--- src/rtl/sprite_rom_arbiter.sv ---
// Shares one single-port synchronous sprite/background ROM among three pixel fetchers
// (0 = background, 1 = fireboy, 2 = icegirl) and routes returned bytes back by tag.
module sprite_rom_arbiter #(
  parameter int unsigned ADDR_W  = 19,
  parameter int unsigned DATA_W  = 8,
  parameter int unsigned RD_LAT  = 2,
  parameter int unsigned BG_PRIO = 1
) (
  input  logic              Clk,
  input  logic              Reset,
  input  logic [2:0]        req,
  input  logic [ADDR_W-1:0] addr0,
  input  logic [ADDR_W-1:0] addr1,
  input  logic [ADDR_W-1:0] addr2,
  output logic [2:0]        gnt,
  output logic [2:0]        rvalid,
  output logic [DATA_W-1:0] rdata,
  output logic              mem_en,
  output logic [ADDR_W-1:0] mem_addr,
  input  logic [DATA_W-1:0] mem_rdata,
  output logic              busy
);

  localparam int unsigned N_REQ = 3;
  localparam int unsigned PTR_W = 2;
  localparam int unsigned N_STG = RD_LAT + 1;

  logic [PTR_W-1:0]            ptr_q, ptr_d;
  logic [2:0]                  gnt_c;
  logic [PTR_W-1:0]            cand_c;
  logic                        rr_hit_c;
  logic [ADDR_W-1:0]           win_addr_c;

  logic                        mem_en_q, mem_en_d;
  logic [ADDR_W-1:0]           mem_addr_q, mem_addr_d;
  logic [N_STG-1:0][N_REQ-1:0] tag_q, tag_d;
  logic [2:0]                  rvalid_q, rvalid_d;
  logic [DATA_W-1:0]           rdata_q, rdata_d;
  logic                        busy_q, busy_d;

  function automatic logic req_at(input logic [2:0] r, input logic [PTR_W-1:0] i);
    case (i)
      2'd0:    req_at = r[0];
      2'd1:    req_at = r[1];
      2'd2:    req_at = r[2];
      default: req_at = 1'b0;
    endcase
  endfunction

  function automatic logic [PTR_W-1:0] wrap_inc(input logic [PTR_W-1:0] i);
    case (i)
      2'd0:    wrap_inc = 2'd1;
      2'd1:    wrap_inc = 2'd2;
      default: wrap_inc = 2'd0;
    endcase
  endfunction

  // Arbitration: optional fixed background priority, round-robin scan from the pointer.
  always_comb begin
    gnt_c    = '0;
    ptr_d    = ptr_q;
    rr_hit_c = 1'b0;
    cand_c   = ptr_q;
    if (!Reset) begin
      if ((BG_PRIO != 0) && req[0]) begin
        gnt_c = 3'b001;
      end else begin
        for (int unsigned k = 0; k < N_REQ; k++) begin
          if (!rr_hit_c && req_at(req, cand_c) && !((BG_PRIO != 0) && (cand_c == 2'd0))) begin
            rr_hit_c = 1'b1;
            gnt_c    = 3'(3'b001 << cand_c);
            if (BG_PRIO != 0) begin
              // Pointer bounces between 1 and 2 when the background sits above the ring.
              ptr_d = (cand_c == 2'd1) ? 2'd2 : 2'd1;
            end else begin
              ptr_d = wrap_inc(cand_c);
            end
          end
          cand_c = wrap_inc(cand_c);
        end
      end
    end
  end

  always_comb begin
    case (gnt_c)
      3'b001:  win_addr_c = addr0;
      3'b010:  win_addr_c = addr1;
      3'b100:  win_addr_c = addr2;
      default: win_addr_c = '0;
    endcase
  end

  // Issue stage, tag pipeline and return register.
  always_comb begin
    mem_en_d   = |gnt_c;
    mem_addr_d = (|gnt_c) ? win_addr_c : mem_addr_q;
    tag_d      = '0;
    tag_d[0]   = gnt_c;
    for (int unsigned i = 1; i < N_STG; i++) begin
      tag_d[i] = tag_q[i-1];
    end
    rvalid_d = tag_q[RD_LAT];
    rdata_d  = (|tag_q[RD_LAT]) ? mem_rdata : rdata_q;
    busy_d   = (|tag_d) || (|rvalid_d);
  end

  always_ff @(posedge Clk) begin
    if (Reset) begin
      ptr_q      <= '0;
      mem_en_q   <= 1'b0;
      mem_addr_q <= '0;
      tag_q      <= '0;
      rvalid_q   <= '0;
      rdata_q    <= '0;
      busy_q     <= 1'b0;
    end else begin
      ptr_q      <= ptr_d;
      mem_en_q   <= mem_en_d;
      mem_addr_q <= mem_addr_d;
      tag_q      <= tag_d;
      rvalid_q   <= rvalid_d;
      rdata_q    <= rdata_d;
      busy_q     <= busy_d;
    end
  end

  assign gnt      = gnt_c;
  assign mem_en   = mem_en_q;
  assign mem_addr = mem_addr_q;
  assign rvalid   = rvalid_q;
  assign rdata    = rdata_q;
  assign busy     = busy_q;

endmodule

--- config.mk ---
export PLATFORM = sky130hd
export DESIGN_NAME = sprite_rom_arbiter
export DESIGN_NICKNAME = d
export VERILOG_FILES = /design/src/rtl/sprite_rom_arbiter.sv
export SDC_FILE = /design/constraint.sdc
export NUM_CORES = 1
export LEC_CHECK = 0
export ABC_AREA = 0
export CORE_UTILIZATION = 30
export DETAILED_ROUTE_END_ITERATION = 6
export PLACE_DENSITY = 0.65
export SYNTH_ARGS = -nofsm -noshare
export SYNTH_HDL_FRONTEND = slang
export SYNTH_SLANG_ARGS = --single-unit
--- constraint.sdc ---
create_clock -name Clk -period 2.1 [get_ports Clk]
set_input_delay 0.21 -clock Clk [delete_from_list [all_inputs] [get_ports Clk]]
set_output_delay 0.21 -clock Clk [all_outputs]
set_load 0.05 [all_outputs]
Word-level counts from Yosys, hierarchy flattened:

Index checks and enable logic that the tools add are counted.

* flip-flop bits (word level): 43
* bits of input ports: 70
* output and inout port bits: 35
* logic and storage cells: 74

* equal/unequal tests: 9
* shift operators: 3
* multiplexer cells: 33
* bitwise logic cells: 1
* reduce and logical (&&, ||, !) cells: 19

Operators by type and width (number)
* 19-bit one-hot mux with 3 select lines: 1
* 2-bit 2-to-1 mux: 10
* 3-bit 2-to-1 mux: 5
* 1-bit 2-to-1 mux: 12
* 9-bit OR reduction: 1
* 1-bit by 2-bit << shifter with 3-bit output (first input constant): 3
* 2-bit one-hot mux with 2 select lines: 2
* 2-bit by 1-bit == test with 1-bit output (second input constant): 3
* 2-bit == test (second input constant): 3
* 2-bit logical NOT: 3
* 1-bit one-hot mux with 2 select lines: 3
* 3-bit OR reduction: 2
* 1-bit logical AND: 5
* 1-bit logical NOT: 5
* 3-bit by 1-bit == test with 1-bit output (second input constant): 1
* 3-bit by 2-bit == test with 1-bit output (second input constant): 1
* 3-bit == test (second input constant): 1
* 3-bit nonzero test: 1
* 2-bit AND reduction: 1
* 1-bit logical OR: 1
* 1-bit NOT: 1

Longest topological paths before layout:

* depth in word-level cells: 22
* mapped depth: 11
* depth with buffers taken out: 8

Worst setup path before layout:

No wires, ideal clock.

* kind: reg-to-reg
* from: reg ptr_q[0]
* to: reg mem_addr_q[1] (netlist: mem_addr[1])
* library setup time: 121 ps
* arrival: 1995 ps
* required time: 1979 ps
* setup slack: -16 ps
* stages on the path, launching flop included: 11
* buffers on the path: 2
* period minus slack after synthesis: 2116 ps
* cell sequence: dfxtp_1 -> inv_1 -> ha_1 -> a22o_4 -> and3b_4 -> and3_1 -> buf_2 -> buf_6 -> a22o_1 -> a221oi_1 -> o2bb2ai_2

* cells in the longest elaborated chain, start to end: 22
* elaborated cells on any way between the ends: 53
* classes of those cells: eq/ne: 9; shift: 3; mux: 27; reduce/logical: 14

Ends and longest elaborated chain
* from (decl): RTL line 28 `logic [PTR_W-1:0] ptr_q, ptr_d;`
* from (signal assigned): RTL line 118 `ptr_q <= ptr_d;`
* parallel branches: the longest is 17 deep, another holds 2-bit by 1-bit == test with 1-bit output
* 3-bit 2-to-1 mux (*): RTL line 69 `if (!rr_hit_c && req_at(req, cand_c) && !((BG_PRIO != 0) && (cand_c == 2'd0))) begin`
* 3-bit 2-to-1 mux (*): RTL line 65 `if ((BG_PRIO != 0) && req[0]) begin`
* 3-bit 2-to-1 mux (*): RTL line 64 `if (!Reset) begin`
* 3-bit == test (tied with other cells): RTL line 86 `case (gnt_c)`
* 19-bit one-hot mux with 3 select lines: RTL line 86
* to (signal assigned): RTL line 120 `mem_addr_q <= mem_addr_d;`
* to (decl): RTL line 35 `logic [ADDR_W-1:0] mem_addr_q, mem_addr_d;`

Every way passes the cells marked *. The select of a mux whose other input is x is not followed.
A chain may end at the register's enable or synchronous reset.

Final worst setup path:

* from: reg ptr_q[1]
* to: reg mem_addr_q[5] (netlist: mem_addr[5])

The elaborated chain is that of the path after synthesis.

==> summary.md <==
| Metric | Value |
|---|---|
| Outcome | finished, violations left |
| Failing checks | setup timing |
| CTS Buf Count | 5 |
| FF-to-FF path depth | 12 |
| R2R Path End | mem_addr[5] |
| Max FO, Critical Path | 8 |
| Unique cell type count in the Yosys netlist | 43 |
| Post-layout util | 55.44% |
| Root Buffer | clkbuf_8 |
| Post-DP HPWL | 4614 microns |
| Initial antenna violation count | 0 |
| Crit. End Element | register |
| Main synth FF type | dfxtp_1 |
| Async set-reset flop share out of synthesis | 0% |
| Clock skew | 0.002448 ns |
| Chip height | 86.13 microns |
| CP Launch Type | register |
| Rows | 30 |
| Pleak | 1.387 nW |
| TritonCTS clock tree | done |
| FF-to-FF setup slack | -0.18 ns |
| Core area | 6832 sq um |
| Rel. slew slack | 64.99% |
| I/O pins | 105 |
| Antenna cell count | 0 |
| Initial Util | 31.08% |
| Initial drt markers | 53 |
| Vias in the first global route | 2,209 |
| P per Cell Area | 679.1 nW/um^2 |
| Maximum VDD drop | 298.9 uV |
| Top cell type's share of synthesized area | 40.54% |
| Layout area overhead | 78.37% |
| Vias per cell | 4.950 |
| Total GRT Usage | 17.62% |
| Final Hold Vio Count | 0 |
| Final min period | 2.282 ns |
| Die area | 7418 sq um |
| Seq/Total Area, Yosys | 40.54% |
| Routed Antenna Nets | 0 |
| Synth warnings | 0 |
| DR WL/cell | 14.18 microns |
| Synth area leaders | dfxtp_1, o2bb2ai_2, a221oi_1 |
| Maximum root-to-sink buffer count | 2 |
| Max-slew violation count | 0 |
| Post-synth EDFFs | 0 |
| Cell Area, Synth | 2123 sq um |
| Worst Tran Pin Value | 0.5234 ns |
| DIE WIDTH | 86.13 microns |
| Max Cap Viol | 0 |
| Vias after detailed routing | 2,178 |
| Buffers on Ports | 104 |
| Post-synth top area cell | dfxtp_1 |
| Setup crit start | ptr_q[1] |
| Overall power | 2.572 mW |
| Period utilization | 108.7% |
| Crit path to | mem_addr[5] |
| Arr. time, crit path | 2.52 ns |
| RSZ-0062 raised after global routing | true |
| Layout cells sized above 1 | 26.74% |
| First-pass GRT wire length | 10,350 microns |
| WS Path Type | reg2reg |
| Hold_buf cts | 0 |
| Clk_lat worst skew | 0.30 ns |
| CP required | 2.34 ns |
| Final setup vio count | 19 |
| Routability Congestion | 0.8632 |
| CTS clk-pin slew, worst paths | 0.09 ns |
| Cell count after synthesis | 212 |
| # DRC | 0 |
| WL final | 6239 microns |
| Largest net degree at the start of global routing | 19 |
| Total grt overflow | 0 |
| Maximum clock frequency | 438.2 MHz |
| Fill count | 607 |
| # nets final | 418 |
| Pre-antenna DRT Iters | 4 |
| Worst min-delay path class | reg2reg |
| Final worst slack | -0.1819 ns |
| CTS sink cnt | 43 |
| Syn_nets | 287 |
| FF+latch count, synth | 43 |
| Syn avg cell area | 10.02 sq um |
| Worst reg2reg startpoint | ptr_q[1] |
| CTS H-tree lvls | 2 |
how the worst min path moves through the flow:
stage                  from           end  slack (ns)  cells after the start
6_report           rdata[1]      rdata[1]        0.45                      2
2_1_floorplan     addr1[11]  mem_addr[11]        0.34                      2
5_1_grt            tag_d[3]      tag_d[6]        0.46                      1
3_3_place_gp       rdata[2]      rdata[2]        0.44                      2
3_5_place_dp       rdata[1]      rdata[1]        0.44                      2
4_1_cts        mem_rdata[5]      rdata[5]        0.45                      3
cell families after synthesis:
family	Yosys count	share of synthesized area, %
AOI/OAI and AO/OA	86	35.18
and+or+nand+nor	54	14.14
DFF	43	40.54
adders and majority gates	5	2.946
buffers and inverters	22	6.246
muxes	2	0.9429
critical path: stages (launching register included):
cell       delay, ns
dfxtp_4         0.39
inv_4           0.05
buf_4           0.14
ha_4            0.27
and3b_4         0.20
buf_6           0.11
nor3_4          0.04
buf_4           0.14
a21o_1          0.20
nor4_4          0.23
buf_4           0.19
clkbuf_16       0.16
o2bb2ai_2       0.09
cell usage in the layout (no fill, tap or decap), types with 2 or more instances in the layout:
master and n:
o2bb2ai_2 10, clkbuf_8 5, nand2_1 20, a22o_1 17, buf_12 7, buf_4 32, inv_1 2, dfxtp_4 2
ha_4 3, a221oi_1 8, ha_2 2, nor2_1 4, a221oi_2 9, nor2b_1 11, clkdlybuf4s50_1 101, o2bb2ai_1 7
dfxtp_1 41, clkinvlp_4 2, mux2i_1 2, o22ai_1 2, a21oi_1 11, o21ai_0 4, o21ai_2 2, inv_4 2
o21ai_1 2, a21oi_2 2, a22oi_1 2, nor3_1 6
synth_stat cells, drive strengths merged, types with 2 or more instances:
cell type and n:
o2bb2ai 17, o21ai 8, nor4 2, nand2 20, o22ai 2, a22oi 2
buf 13, mux2i 2, inv 4, nor3 8, a221oi 17, clkbuf 5
dfxtp 43, a31oi 2, nor2b 11, ha 5, a22o 18, nor2 6
a21oi 14
state kept, by name (all words and copies together), names as in the netlist:
| register | cells |
|---|---|
| rvalid_d | 3 |
| busy | 1 |
| tag_d | 6 |
| ptr_q | 2 |
| rvalid | 3 |
| rdata | 8 |
| mem_en | 1 |
| mem_addr | 19 |
stage by stage:
step	setup WS (ns)	hold WS [ns]	instance area, sq um	cells	setup TNS, ns
after global routing	-0.2681	0.4621	3787	440	-4.884
after floorplan	0.02194	0.3410	2180	212	0
after global placement	-0.1087	0.4368	3513	422	-1.591
after CTS	-0.2230	0.4508	3717	435	-3.716
final	-0.1819	0.4531	3787	440	-3.065
after detailed placement	-0.1711	0.4444	3513	422	-2.845
layout make-up:
cell class                      instances  area [sq um]  share of cell area (%)
Tap cell                               96         120.1                   3.171
Multi-Input combinational cell        147          1259                   33.23
Inverter                                4         20.02                  0.5286
Timing Repair Buffer                  142          1428                   37.69
Sequential cell                        43         868.3                   22.93
Clock buffer                            5         68.82                   1.817
Clock inverter                          3         23.77                  0.6277
repair_timing:
action	CTS	global route
gates resized for setup	19	5
endpoints found under the setup margin	20	23
cloned	0	1
buffers inserted	5	4
pin swaps	5	2
power by group:
part	switching [mW]	internal [mW]	total (mW)
logic	0.565	0.507	1.07
clock network	0.314	0.238	0.552
registers	0.0534	0.894	0.948
total	0.932	1.64	2.57
routing by layer:
layer	global-route usage (%)	share of wire, %	up-vias
li1	-	-	1083
met1	20.14	40	993
met2	31.46	51	88
met3	4.620	6.7	14
met4	6.364	2.2	0
met5	0	0	-
Power figures use the tool's default switching activity.
